### config.mk
export PLATFORM = sky130hd
export DESIGN_NAME = bcd_display_controller
export DESIGN_NICKNAME = d
export VERILOG_FILES = /design/src/rtl/bcd_display_controller.sv
export SDC_FILE = /design/constraint.sdc
export NUM_CORES = 1
export LEC_CHECK = 0
export ABC_CLOCK_PERIOD_IN_PS = 2100
export CORE_ASPECT_RATIO = 0.7
export CORE_UTILIZATION = 52
export DETAILED_ROUTE_END_ITERATION = 7
export MAX_ROUTING_LAYER = met4
export PLACE_DENSITY = 0.72
export SETUP_SLACK_MARGIN = 0.4
export SLEW_MARGIN = 20
export SYNTH_ARGS = -nofsm -noshare
export SYNTH_HDL_FRONTEND = slang
export SYNTH_SLANG_ARGS = --single-unit
### constraint.sdc
create_clock -name clk -period 2.1 [get_ports clk]
set_input_delay 0.42 -clock clk [delete_from_list [all_inputs] [get_ports clk]]
set_output_delay 0.42 -clock clk [all_outputs]
set_load 0.02 [all_outputs]
### src/rtl/bcd_display_controller.sv
// bcd_display_controller
// Front-end for the 4-digit multiplexed 7-segment driver. It accepts a binary
// value over valid/ready, converts it to BCD with a serial shift-add-3 engine,
// and presents d3..d0 with optional leading-zero blanking. Values above 9999
// show a blinking saturated 9-9-9-9. Digit code 4'hF means blank.
//
// state   | meaning
// --------+-----------------------------------------------------------
// S_IDLE  | waiting for in_valid; the overflow blink timer runs here
// S_SHIFT | one double-dabble iteration per cycle, WIDTH iterations
// S_LATCH | commit the result (blanked) and the overflow flag
//
// The d outputs and overflow sit one register stage behind the committed
// result, so they change one cycle after S_LATCH and never show a partial
// conversion.
module bcd_display_controller #(
    parameter int WIDTH       = 14,
    parameter int LZB         = 1,
    parameter int BLINK_TICKS = 50_000_000
) (
    input  logic             clk,
    input  logic             reset,
    input  logic             in_valid,
    output logic             in_ready,
    input  logic [WIDTH-1:0] in_value,
    output logic [3:0]       d3,
    output logic [3:0]       d2,
    output logic [3:0]       d1,
    output logic [3:0]       d0,
    output logic             busy,
    output logic             overflow
);

    typedef enum logic [1:0] {
        S_IDLE,
        S_SHIFT,
        S_LATCH
    } state_t;

    localparam int BW = (BLINK_TICKS > 1) ? $clog2(BLINK_TICKS) : 1;

    state_t            state;
    logic [WIDTH-1:0]  shreg;
    logic [15:0]       bcd;
    logic [3:0]        iter;
    logic              ovf_stage;
    logic              ovf_q;
    logic [15:0]       disp;
    logic [BW-1:0]     blink_cnt;
    logic              phase_on;
    logic              too_big;

    // Every nibble of 5 or more gets +3 ahead of the shift.
    function automatic logic [15:0] add3(input logic [15:0] b);
        logic [15:0] r;
        r = b;
        for (int i = 0; i < 4; i++) begin
            if (b[i*4 +: 4] >= 4'd5) r[i*4 +: 4] = b[i*4 +: 4] + 4'd3;
        end
        return r;
    endfunction

    // Leading-zero blanking; the units digit always stays visible.
    function automatic logic [15:0] blank_lz(input logic [15:0] b);
        logic [15:0] r;
        r = b;
        if (LZB != 0) begin
            if (b[15:12] == 4'd0) r[15:12] = 4'hF;
            if (b[15:8] == 8'd0)  r[11:8]  = 4'hF;
            if (b[15:4] == 12'd0) r[7:4]   = 4'hF;
        end
        return r;
    endfunction

    // Zero-extended compare so narrow WIDTH settings can never flag overflow.
    assign too_big = (32'(in_value) > 32'd9999);

    // Conversion FSM, blink timer and registered display outputs.
    always_ff @(posedge clk) begin
        if (reset) begin
            state     <= S_IDLE;
            in_ready  <= 1'b1;
            busy      <= 1'b0;
            shreg     <= '0;
            bcd       <= '0;
            iter      <= '0;
            ovf_stage <= 1'b0;
            ovf_q     <= 1'b0;
            disp      <= 16'hFFFF;
            blink_cnt <= '0;
            phase_on  <= 1'b1;
            d3        <= 4'hF;
            d2        <= 4'hF;
            d1        <= 4'hF;
            d0        <= 4'hF;
            overflow  <= 1'b0;
        end else begin
            case (state)
                S_IDLE: begin
                    if (ovf_q) begin
                        if (blink_cnt == BW'(BLINK_TICKS - 1)) begin
                            blink_cnt <= '0;
                            phase_on  <= ~phase_on;
                        end else begin
                            blink_cnt <= blink_cnt + 1'b1;
                        end
                    end
                    if (in_valid && in_ready) begin
                        in_ready <= 1'b0;
                        busy     <= 1'b1;
                        if (too_big) begin
                            bcd       <= 16'h9999;
                            ovf_stage <= 1'b1;
                            state     <= S_LATCH;
                        end else begin
                            shreg     <= in_value;
                            bcd       <= '0;
                            iter      <= '0;
                            ovf_stage <= 1'b0;
                            state     <= S_SHIFT;
                        end
                    end
                end
                S_SHIFT: begin
                    {bcd, shreg} <= {add3(bcd), shreg} << 1;
                    iter         <= iter + 1'b1;
                    if (iter == 4'(WIDTH - 1)) state <= S_LATCH;
                end
                S_LATCH: begin
                    disp      <= ovf_stage ? bcd : blank_lz(bcd);
                    ovf_q     <= ovf_stage;
                    blink_cnt <= '0;
                    phase_on  <= 1'b1;
                    in_ready  <= 1'b1;
                    busy      <= 1'b0;
                    state     <= S_IDLE;
                end
                default: begin
                    state    <= S_IDLE;
                    in_ready <= 1'b1;
                    busy     <= 1'b0;
                end
            endcase

            if (ovf_q && !phase_on) {d3, d2, d1, d0} <= 16'hFFFF;
            else                    {d3, d2, d1, d0} <= disp;
            overflow <= ovf_q;
        end
    end

endmodule

==> results of run 1 <==
-- registers in the layout, summed over array words and instances, names as in the netlist --
| signal | count |
|---|---|
| d2 | 4 |
| blink_cnt | 26 |
| d0 | 4 |
| d3 | 4 |
| in_ready | 1 |
| overflow | 1 |
| shreg | 14 |
| ovf_stage | 1 |
| disp | 16 |
| phase_on | 1 |
| busy | 1 |
| iter | 4 |
| ovf_q | 1 |
| state | 2 |
| d1 | 4 |
| bcd | 16 |
-- cells by family after synthesis --
| family | synth area share (%) |
|---|---|
| AO/OA/AOI/OAI | 17.5 |
| XOR/XNOR | 2.67 |
| adder cells (fa/ha/maj) | 3.55 |
| buffers and inverters | 3.90 |
| flip-flops | 43.7 |
| multiplexers | 0.655 |
| AND/OR/NAND/NOR | 28.0 |
-- where the power goes --
group          internal, mW  total, mW  switching (mW)
Clock                 0.844       1.60           0.752
Combinational         0.376      0.795           0.419
Sequential             1.99       2.08          0.0916
Total                  3.21       4.47            1.26
-- area by class of cell --
cell class	instances	area (µm²)	area share, %
Sequential cell	100	2030	32.4
Tap cell	120	150	2.40
Clock buffer	10	239	3.81
Multi-Input combinational cell	403	2710	43.2
Clock inverter	6	48.8	0.779
Timing Repair Buffer	100	1030	16.4
Inverter	16	63.8	1.02
-- layer usage --
metal | vias to the layer above | track usage, %
li1 | 2128 | -
met1 | 2125 | 38.7
met2 | 179 | 41.0
met3 | 30 | 5.21
met4 | 0 | 8.05
met5 | - | -
-- stage by stage --
stage / TNS, ns / util (%)
floorplan: 0 / -
global placement: -1.01 / 62.8
detailed placement: -2.01 / 62.8
CTS: 0 / 70.1
global route: -0.00545 / 73.6
finish: 0 / 73.6
-- worst paths after layout --
path,start,end
setup / recovery,blink_cnt[7],blink_cnt[25]
hold / removal,in_value[4],shreg[4]
setup reg to reg,blink_cnt[7],blink_cnt[25]
hold reg to reg,disp[8],d2[0]
-- cells in the final DEF, fill, tap and decap left out, types with 5 or more instances in the layout --
cell,netlist,routed
clkbuf_16,0,10
nor2_2,0,5
nand2_1,64,63
and3_1,6,6
nor3_1,16,14
dfxtp_1,100,85
nand3b_1,5,5
xnor2_1,13,13
dfxtp_2,0,11
a21oi_1,29,25
ha_1,13,12
nand3_1,26,21
o21ai_1,0,7
inv_1,16,15
buf_6,0,11
nand4_1,9,9
a31oi_1,7,6
o21ai_2,0,6
buf_4,0,44
nor4_1,10,9
dlymetal6s2s_1,0,12
nand2b_1,30,30
o22a_1,14,14
a311oi_2,0,9
or3_1,7,6
buf_12,0,5
nor2b_1,5,5
nor2_1,60,54
dlygate4sd2_1,0,7
clkdlybuf4s50_1,0,13
o21ai_0,19,6
-- worst max-delay path, cell delays in order (launching register included) --
cell and delay [ns]:
dfxtp_2 0.32, buf_4 0.12, or4_4 0.44, nor4_4 0.40, a21oi_4 0.16, buf_4 0.16
buf_6 0.11, nand4_1 0.09, o311ai_2 0.10
-- repair_timing --
item	in CTS	in global routing
pin swaps	25	19
gates cloned	3	1
gates resized for setup	59	54
buffers inserted	10	12
endpoints found under the setup margin	65	62
==> flow_summary.json, run 1 <==
{
  "fp.dieH_um": 80.6,
  "ys_ff_latch": 100,
  "clock-root-buffer": "clkbuf_16",
  "antenna_left": 0,
  "dpl_worst_slack_ns": -0.164,
  "syn2layout_area_growth_pct": 36.7,
  "clk_pin_slew_ns": 0.07,
  "cp_max_fo": 5,
  "yosysSeqAreaShare_pct": 43.7,
  "dr_wl_met2_um": 5610,
  "syn_nets": 580,
  "cts_max_path_buffers": 2,
  "synth-edff-count": 0,
  "drive_gt1_share_pct": 24.6,
  "max_freq_ghz": 0.493,
  "yosysTopAreaCell": "dfxtp_1",
  "first_pass_iters": 5,
  "route.met3.wl_um": 835,
  "setup-violations-final": 0,
  "top_layer_used": "met4",
  "nNetsFinal": 660,
  "ys_types": 56,
  "wl_per_cell_um": 16.7,
  "clk_latency_ns": 0.35,
  "startpoint_type": "flip-flop",
  "grt_pass1_vias": 3880,
  "h-tree-depth": 3,
  "grt_usage_pct": 27.8,
  "place.detailed.hpwl_um": 7690,
  "crit_type": "flip-flop to flip-flop",
  "numCtsBuffers": 9,
  "fin_hold_ws_ns": 0.375,
  "leakage_nw": 2.26,
  "die_w_um": 114,
  "drc": 0,
  "worst_ep_required_time_ns": 2.33,
  "fill_cells": 625,
  "grt_overflow": 0,
  "status": "completed",
  "final_cells": 755,
  "hold_depth": 3,
  "dr_total_vias": 4462,
  "min_period_ns": 2.03,
  "dieArea_um2": 9200,
  "met1_length_um": 5860,
  "antenna_found_initial": 0,
  "maxSlewViolCount": 0,
  "hold_violations": 0,
  "yosysMostFrequentCell": "dfxtp_1",
  "floorplan.initialDensity_pct": 53.9,
  "slew_headroom_pct": 56.0,
  "port_buffers": 35,
  "fin_skew_ns": 0.00687,
  "post_drt_via_cell_ratio": 5.91,
  "hold_class": "input pin to flip-flop",
  "synth_commonest_cells": "dfxtp_1 (100), nand2_1 (64), nor2_1 (60), nand2b_1 (30), a21oi_1 (29)",
  "yosys-top-cells-area": "dfxtp_1 (44%), nand2_1 (5.2%), nor2_1 (4.9%)",
  "synth_area_um2": 4590,
  "synth_warnings": 0,
  "peakVddDrop_uv": 443,
  "powerDensity_nw_per_um2": 713,
  "crit_path_end_kind": "flip-flop",
  "grt_max_degree": 38,
  "grt_setup_unrepaired": "yes",
  "place_area_um2": 5350,
  "dp_cells": 713,
  "synth.avg_cell_area_um2": 8.34,
  "coreArea_um2": 8510,
  "fin_crit_sh_pct": 96.7,
  "yosys.area.top_type_share_pct": 43.7,
  "cts_tree": "done",
  "ios": 36,
  "rows": 28,
  "ff2ff_setup_slack_ns": 0.07,
  "design_area_um2": 6270,
  "synthCells": 550,
  "num_antenna_cells": 0,
  "ys_async_sr_fraction_pct": 0,
  "cts.sinks": 100,
  "arrival_ns": 2.26,
  "worst_pin_slew_ns": 0.660,
  "maxCapViolations": 0,
  "hold_buffers": 0,
  "place_congestion": 0.863,
  "drt_first_iter_violations": 352,
  "rr_worst_depth": 8,
  "grt_pass1_wl_um": 19200,
  "synth_ff_type": "dfxtp_1",
  "setup_ws_ns": 0.0699,
  "power_mw": 4.47,
  "wl_um": 12600
}
Note: power is estimated with default switching activity, not from simulation.
==> inputs of run 2 (changes only) <==
- PLACE_DENSITY: 0.72 -> 0.82
==> run 2 against run 1 <==
Against the previous run: first-iteration DRC count increased by 44%; via count increased by 1.2%; clock-buffer cell count unchanged; sequential share of layout area increased by 0.44 points; cell area decreased by 1.0%; critical path depth decreased by 3.
==> flow_summary.json, run 2 (synthesized netlist as in run 1, its figures left out) <==
{
  "status": "completed",
  "grt_pass1_wl_um": 19800,
  "cts_max_path_buffers": 2,
  "h-tree-depth": 3,
  "startpoint_type": "flip-flop",
  "ios": 36,
  "cts.sinks": 100,
  "antenna_found_initial": 0,
  "setup_ws_ns": 0.127,
  "place_congestion": 0.876,
  "p_comb_share_pct": 15.0,
  "maxSlewViolCount": 0,
  "cts_tree": "done",
  "dp_cells": 714,
  "reg_top3": "blink_cnt x26, bcd x16, disp x16",
  "numCtsBuffers": 9,
  "p_sw_mw": 1.19,
  "drc": 0,
  "max_freq_ghz": 0.507,
  "drt_first_iter_violations": 508,
  "first_pass_iters": 6,
  "dr_total_vias": 4515,
  "clk_pin_slew_ns": 0.07,
  "clk_latency_ns": 0.35,
  "nNetsFinal": 659,
  "setup-violations-final": 0,
  "finalSetupTns_ns": 0,
  "fill_cells": 582,
  "maxCapViolations": 0,
  "rows": 28,
  "largest_register": "blink_cnt",
  "fin_crit_sh_pct": 94.0,
  "reg2reg_from": "blink_cnt[9]",
  "p_sw_share_pct": 26.1,
  "hold_class": "input pin to flip-flop",
  "grt_pass1_vias": 4159,
  "final_util_pct": 72.9,
  "arrival_ns": 2.24,
  "port_buffers": 35,
  "hold_buffers": 0,
  "syn2layout_area_growth_pct": 35.3,
  "coreArea_um2": 8510,
  "die_w_um": 114,
  "dieArea_um2": 9200,
  "largest_register_ffs": 26,
  "crit_type": "flip-flop to flip-flop",
  "fp.dieH_um": 80.6,
  "post_drt_via_cell_ratio": 5.99,
  "ff2ff_setup_slack_ns": 0.13,
  "worst_ep_required_time_ns": 2.37,
  "fin_skew_ns": 0.00660,
  "clock-root-buffer": "clkbuf_16",
  "dpl_worst_slack_ns": -0.100,
  "worst_pin_slew_ns": 0.831,
  "fin_hold_ws_ns": 0.409,
  "r2r-end": "blink_cnt[13]",
  "floorplan.initialDensity_pct": 53.9,
  "num_antenna_cells": 0,
  "layout_common_cells": "dfxtp_1 (84), nand2_1 (62), nor2_1 (59), buf_4 (53), nand2b_1 (30)",
  "cp_max_fo": 4,
  "grt_max_degree": 37,
  "final_cells": 754,
  "peakVddDrop_uv": 446,
  "layout_commonest_cell": "dfxtp_1",
  "grt_usage_pct": 28.3,
  "wl_um": 12500,
  "clkPwrFrac_pct": 39.5,
  "antenna_left": 0,
  "powerDensity_nw_per_um2": 733,
  "intPower_mw": 3.36,
  "power_mw": 4.55,
  "design_area_um2": 6200,
  "min_period_ns": 1.97,
  "leakage_nw": 2.33,
  "grt_overflow": 0,
  "crit_path_end_kind": "flip-flop",
  "seqPwrFrac_pct": 45.5,
  "hold_violations": 0,
  "place.detailed.hpwl_um": 7740,
  "slew_headroom_pct": 44.5,
  "grt_setup_unrepaired": "yes",
  "drive_gt1_share_pct": 24.3,
  "endpoint": "blink_cnt[13]",
  "worstSetupStartpoint": "blink_cnt[9]",
  "wl_per_cell_um": 16.6,
  "rr_worst_depth": 5,
  "place_area_um2": 5320
}
==> run 2: cell count changes in the layout (fill, tap and decap cells not counted), sizes merged <==
| cell | delta |
|---|---|
| dlymetal6s2s | +7 |
| clkdlybuf4s15 | -1 |
| buf | +1 |
| clkinvlp | -1 |
| clkdlybuf4s50 | -1 |
| clkbuf | -3 |
| dlygate4sd2 | -4 |
| clkinv | -1 |
| bufinv | +2 |
==> run 2: layout make-up <==
type                       count  area, µm²  area share, %
timing repair buffer          99        905           14.6
inverter                      16       60.1          0.968
clock buffer                  10        239           3.85
multi-input combinational    403       2720           43.9
sequential                   100       2040           32.8
tap                          120        150           2.42
clock inverter                 6       87.6           1.41
==> run 2: timing repair <==
action	in CTS	in global routing
pin swaps	23	27
buffers inserted	10	12
setup endpoints to repair	54	77
cloned	0	2
gates resized for setup	56	61
==> run 2: worst min path at each step <==
stage	startpoint	end	slack [ns]	depth (start not counted)
4_1_cts	disp[5]	d1[1]	0.44	1
3_5_place_dp	disp[5]	d1[1]	0.42	1
5_1_grt	in_value[9]	shreg[9]	0.43	3
6_report	in_value[4]	shreg[4]	0.41	3
2_1_floorplan	disp[0]	d0[0]	0.41	1
3_3_place_gp	disp[9]	d2[1]	0.42	1
==> run 2: power groups by stage <==
stage	registers [mW]	logic (mW)	clock network (mW)
floorplan	2.10	0.383	0
finish	2.07	0.682	1.80
global placement	2.11	0.570	0
global route	2.08	0.746	1.89
detailed placement	2.11	0.592	0
CTS	2.06	0.628	1.80
==> run 2: metal layers <==
layer	up-vias	share of wire [%]	GRT usage (%)
met5	-	0	-
met4	0	1.1	9.87
met3	18	7.9	6.72
met2	212	48	44.9
met1	2159	43	35.4
li1	2126	-	-
==> run 2: critical path: stages (launching register included) <==
cell and delay, ns:
dfxtp_4 0.37, nand2_4 0.06, or3_4 0.37, or4_4 0.49, or4_4 0.42, a31oi_1 0.19
==> inputs of run 3 (changes only) <==
- CORE_MARGIN: unset -> 2
- CTS_CLUSTER_SIZE: unset -> 25
- HOLD_SLACK_MARGIN: unset -> 0.08
==> run 3 against run 2 <==
Against the previous run: sequential share of layout area fell by 0.32 points; combinational power rose by 9.1%; hold slack got worse by 0.0046 ns; cell area rose by 1.4%; clock power rose by 8%; highest routed layer unchanged.
==> flow_summary.json, run 3 (synthesized netlist as in run 1, its figures left out) <==
{
  "max_freq_ghz": 0.504,
  "wl_um": 13800,
  "hold_violations": 0,
  "cts_max_path_buffers": 2,
  "slew_headroom_pct": 58.6,
  "fin_skew_ns": 0.00926,
  "clk_pin_slew_ns": 0.07,
  "place.detailed.hpwl_um": 7810,
  "drc": 0,
  "rows": 28,
  "clk_latency_ns": 0.35,
  "num_antenna_cells": 0,
  "grt_pass1_wl_um": 20900,
  "syn2layout_area_growth_pct": 37.2,
  "crit_slowest_cell": "dfxtp_4",
  "min_period_ns": 1.98,
  "peakVddDrop_uv": 486,
  "nNetsFinal": 650,
  "rr_worst_depth": 8,
  "drt_first_iter_violations": 535,
  "hold_path_startpoint": "in_value[11]",
  "finalSetupTns_ns": 0,
  "crit_type": "flip-flop to flip-flop",
  "maxCapViolations": 0,
  "largest_register": "blink_cnt",
  "cts_tree": "done",
  "leakage_nw": 2.32,
  "crit_path_end_kind": "flip-flop",
  "startpoint_type": "flip-flop",
  "ios": 36,
  "grt_overflow": 0,
  "dieArea_um2": 9600,
  "arrival_ns": 2.25,
  "antenna_left": 0,
  "drive_gt1_share_pct": 24.3,
  "powerDensity_nw_per_um2": 758,
  "worst_pin_slew_ns": 0.621,
  "ff2ff_setup_slack_ns": 0.12,
  "reg_top3": "blink_cnt x26, bcd x16, disp x16",
  "min_to": "shreg[11]",
  "status": "completed",
  "crit_top_cell": "buf_4",
  "fin_crit_sh_pct": 94.5,
  "grt_usage_pct": 28.7,
  "clock-root-buffer": "clkbuf_16",
  "h-tree-depth": 3,
  "grt_setup_unrepaired": "yes",
  "reg2reg_from": "blink_cnt[8]",
  "fill_cells": 543,
  "hold_class": "input pin to flip-flop",
  "r2r-end": "blink_cnt[23]",
  "numCtsBuffers": 9,
  "fin_hold_ws_ns": 0.404,
  "layout_commonest_cell": "dfxtp_1",
  "worst_ep_required_time_ns": 2.37,
  "post_drt_via_cell_ratio": 6.21,
  "dr_total_vias": 4627,
  "cp_cell_sequence": "buf_6, buf_4, nand4_1, nor4_4, buf_4, nand4b_1, or3_1, o211ai_1",
  "grt_pass1_vias": 4336,
  "layout_common_cells": "dfxtp_1 (83), nand2_1 (62), nor2_1 (57), buf_4 (38), nand2b_1 (30)",
  "worstSetupStartpoint": "blink_cnt[8]",
  "dpl_worst_slack_ns": -0.140,
  "first_pass_iters": 8,
  "wl_per_cell_um": 18.5,
  "cp_max_fo": 5,
  "largest_register_ffs": 26,
  "hold_depth": 3,
  "floorplan.initialDensity_pct": 53.9,
  "place_congestion": 0.890,
  "cpPeakStageDelay_ns": 0.35,
  "cts.sinks": 100,
  "setup-violations-final": 0,
  "fp.dieH_um": 82.6,
  "grt_max_degree": 34,
  "port_buffers": 35,
  "die_w_um": 116,
  "antenna_found_initial": 0,
  "setup_ws_ns": 0.116,
  "coreArea_um2": 8510,
  "maxSlewViolCount": 0
}
run 3: cell count changes in the layout (fill, tap and decap cells not counted), sizes merged:
cell	before	now
a21oi	29	30
buf	65	55
bufinv	2	3
clkbuf	10	11
clkdlybuf4s15	0	2
clkdlybuf4s50	12	18
clkinv	1	2
clkinvlp	3	0
dlygate4sd2	3	9
dlymetal6s2s	19	5
run 3: final cells by class:
| class | instances | area (µm²) | area share, % |
|---|---|---|---|
| Tap cell | 120 | 150 | 2.39 |
| Timing Repair Buffer | 89 | 871 | 13.8 |
| Multi-Input combinational cell | 404 | 2800 | 44.6 |
| Sequential cell | 100 | 2050 | 32.5 |
| Inverter | 16 | 60.1 | 0.955 |
| Clock inverter | 5 | 108 | 1.71 |
| Clock buffer | 11 | 253 | 4.02 |
run 3: repair_timing:
| action | 4_1_cts | 5_1_grt |
|---|---|---|
| pin swaps | 46 | 22 |
| hold buffers | 0 | 0 |
| buffers inserted | 15 | 5 |
| setup endpoints to repair | 58 | 61 |
| gates resized for setup | 80 | 49 |
| cloned | 3 | 0 |
run 3: routing by layer:
layer  wire, µm  share of wire, %  GRT usage [%]
met5          0                 0              -
met1       5590                40           35.3
met3       1310               9.5           6.20
met4        393               2.8           10.6
met2       6520                47           47.0
run 3: worst max-delay path by stage:
stage	end	slack (ns)	cells past startpoint
2_1_floorplan	blink_cnt[13]	0.13	6
3_3_place_gp	iter[3]	-0.05	7
6_report	blink_cnt[23]	0.12	8
5_1_grt	blink_cnt[23]	0.06	8
3_5_place_dp	shreg[3]	-0.14	7
4_1_cts	blink_cnt[13]	0.16	5
run 3: through the flow:
stage                     total power, mW  utilization (%)  instance area (µm²)  std cells
final                                4.77             73.9                 6290        745
after global routing                 4.91             73.9                 6290        745
after global placement               2.68             62.1                 5280        706
after detailed placement             2.71             62.1                 5280        706
after floorplan                      2.49                -                 4650        550
after CTS                            4.71             71.3                 6070        740
run 3: report_power, final:
part | internal, mW | total [mW] | switching [mW]
Clock | 1.23 | 1.95 | 0.718
Combinational | 0.327 | 0.744 | 0.417
Sequential | 1.98 | 2.07 | 0.0908
run 3: critical path: cells and delay by family, from the launching register on:
family / cells / cell delay (ns)
compound gates: 1 / 0.16
buf+inv: 3 / 0.39
simple gates: 4 / 1.01
flops: 1 / 0.35
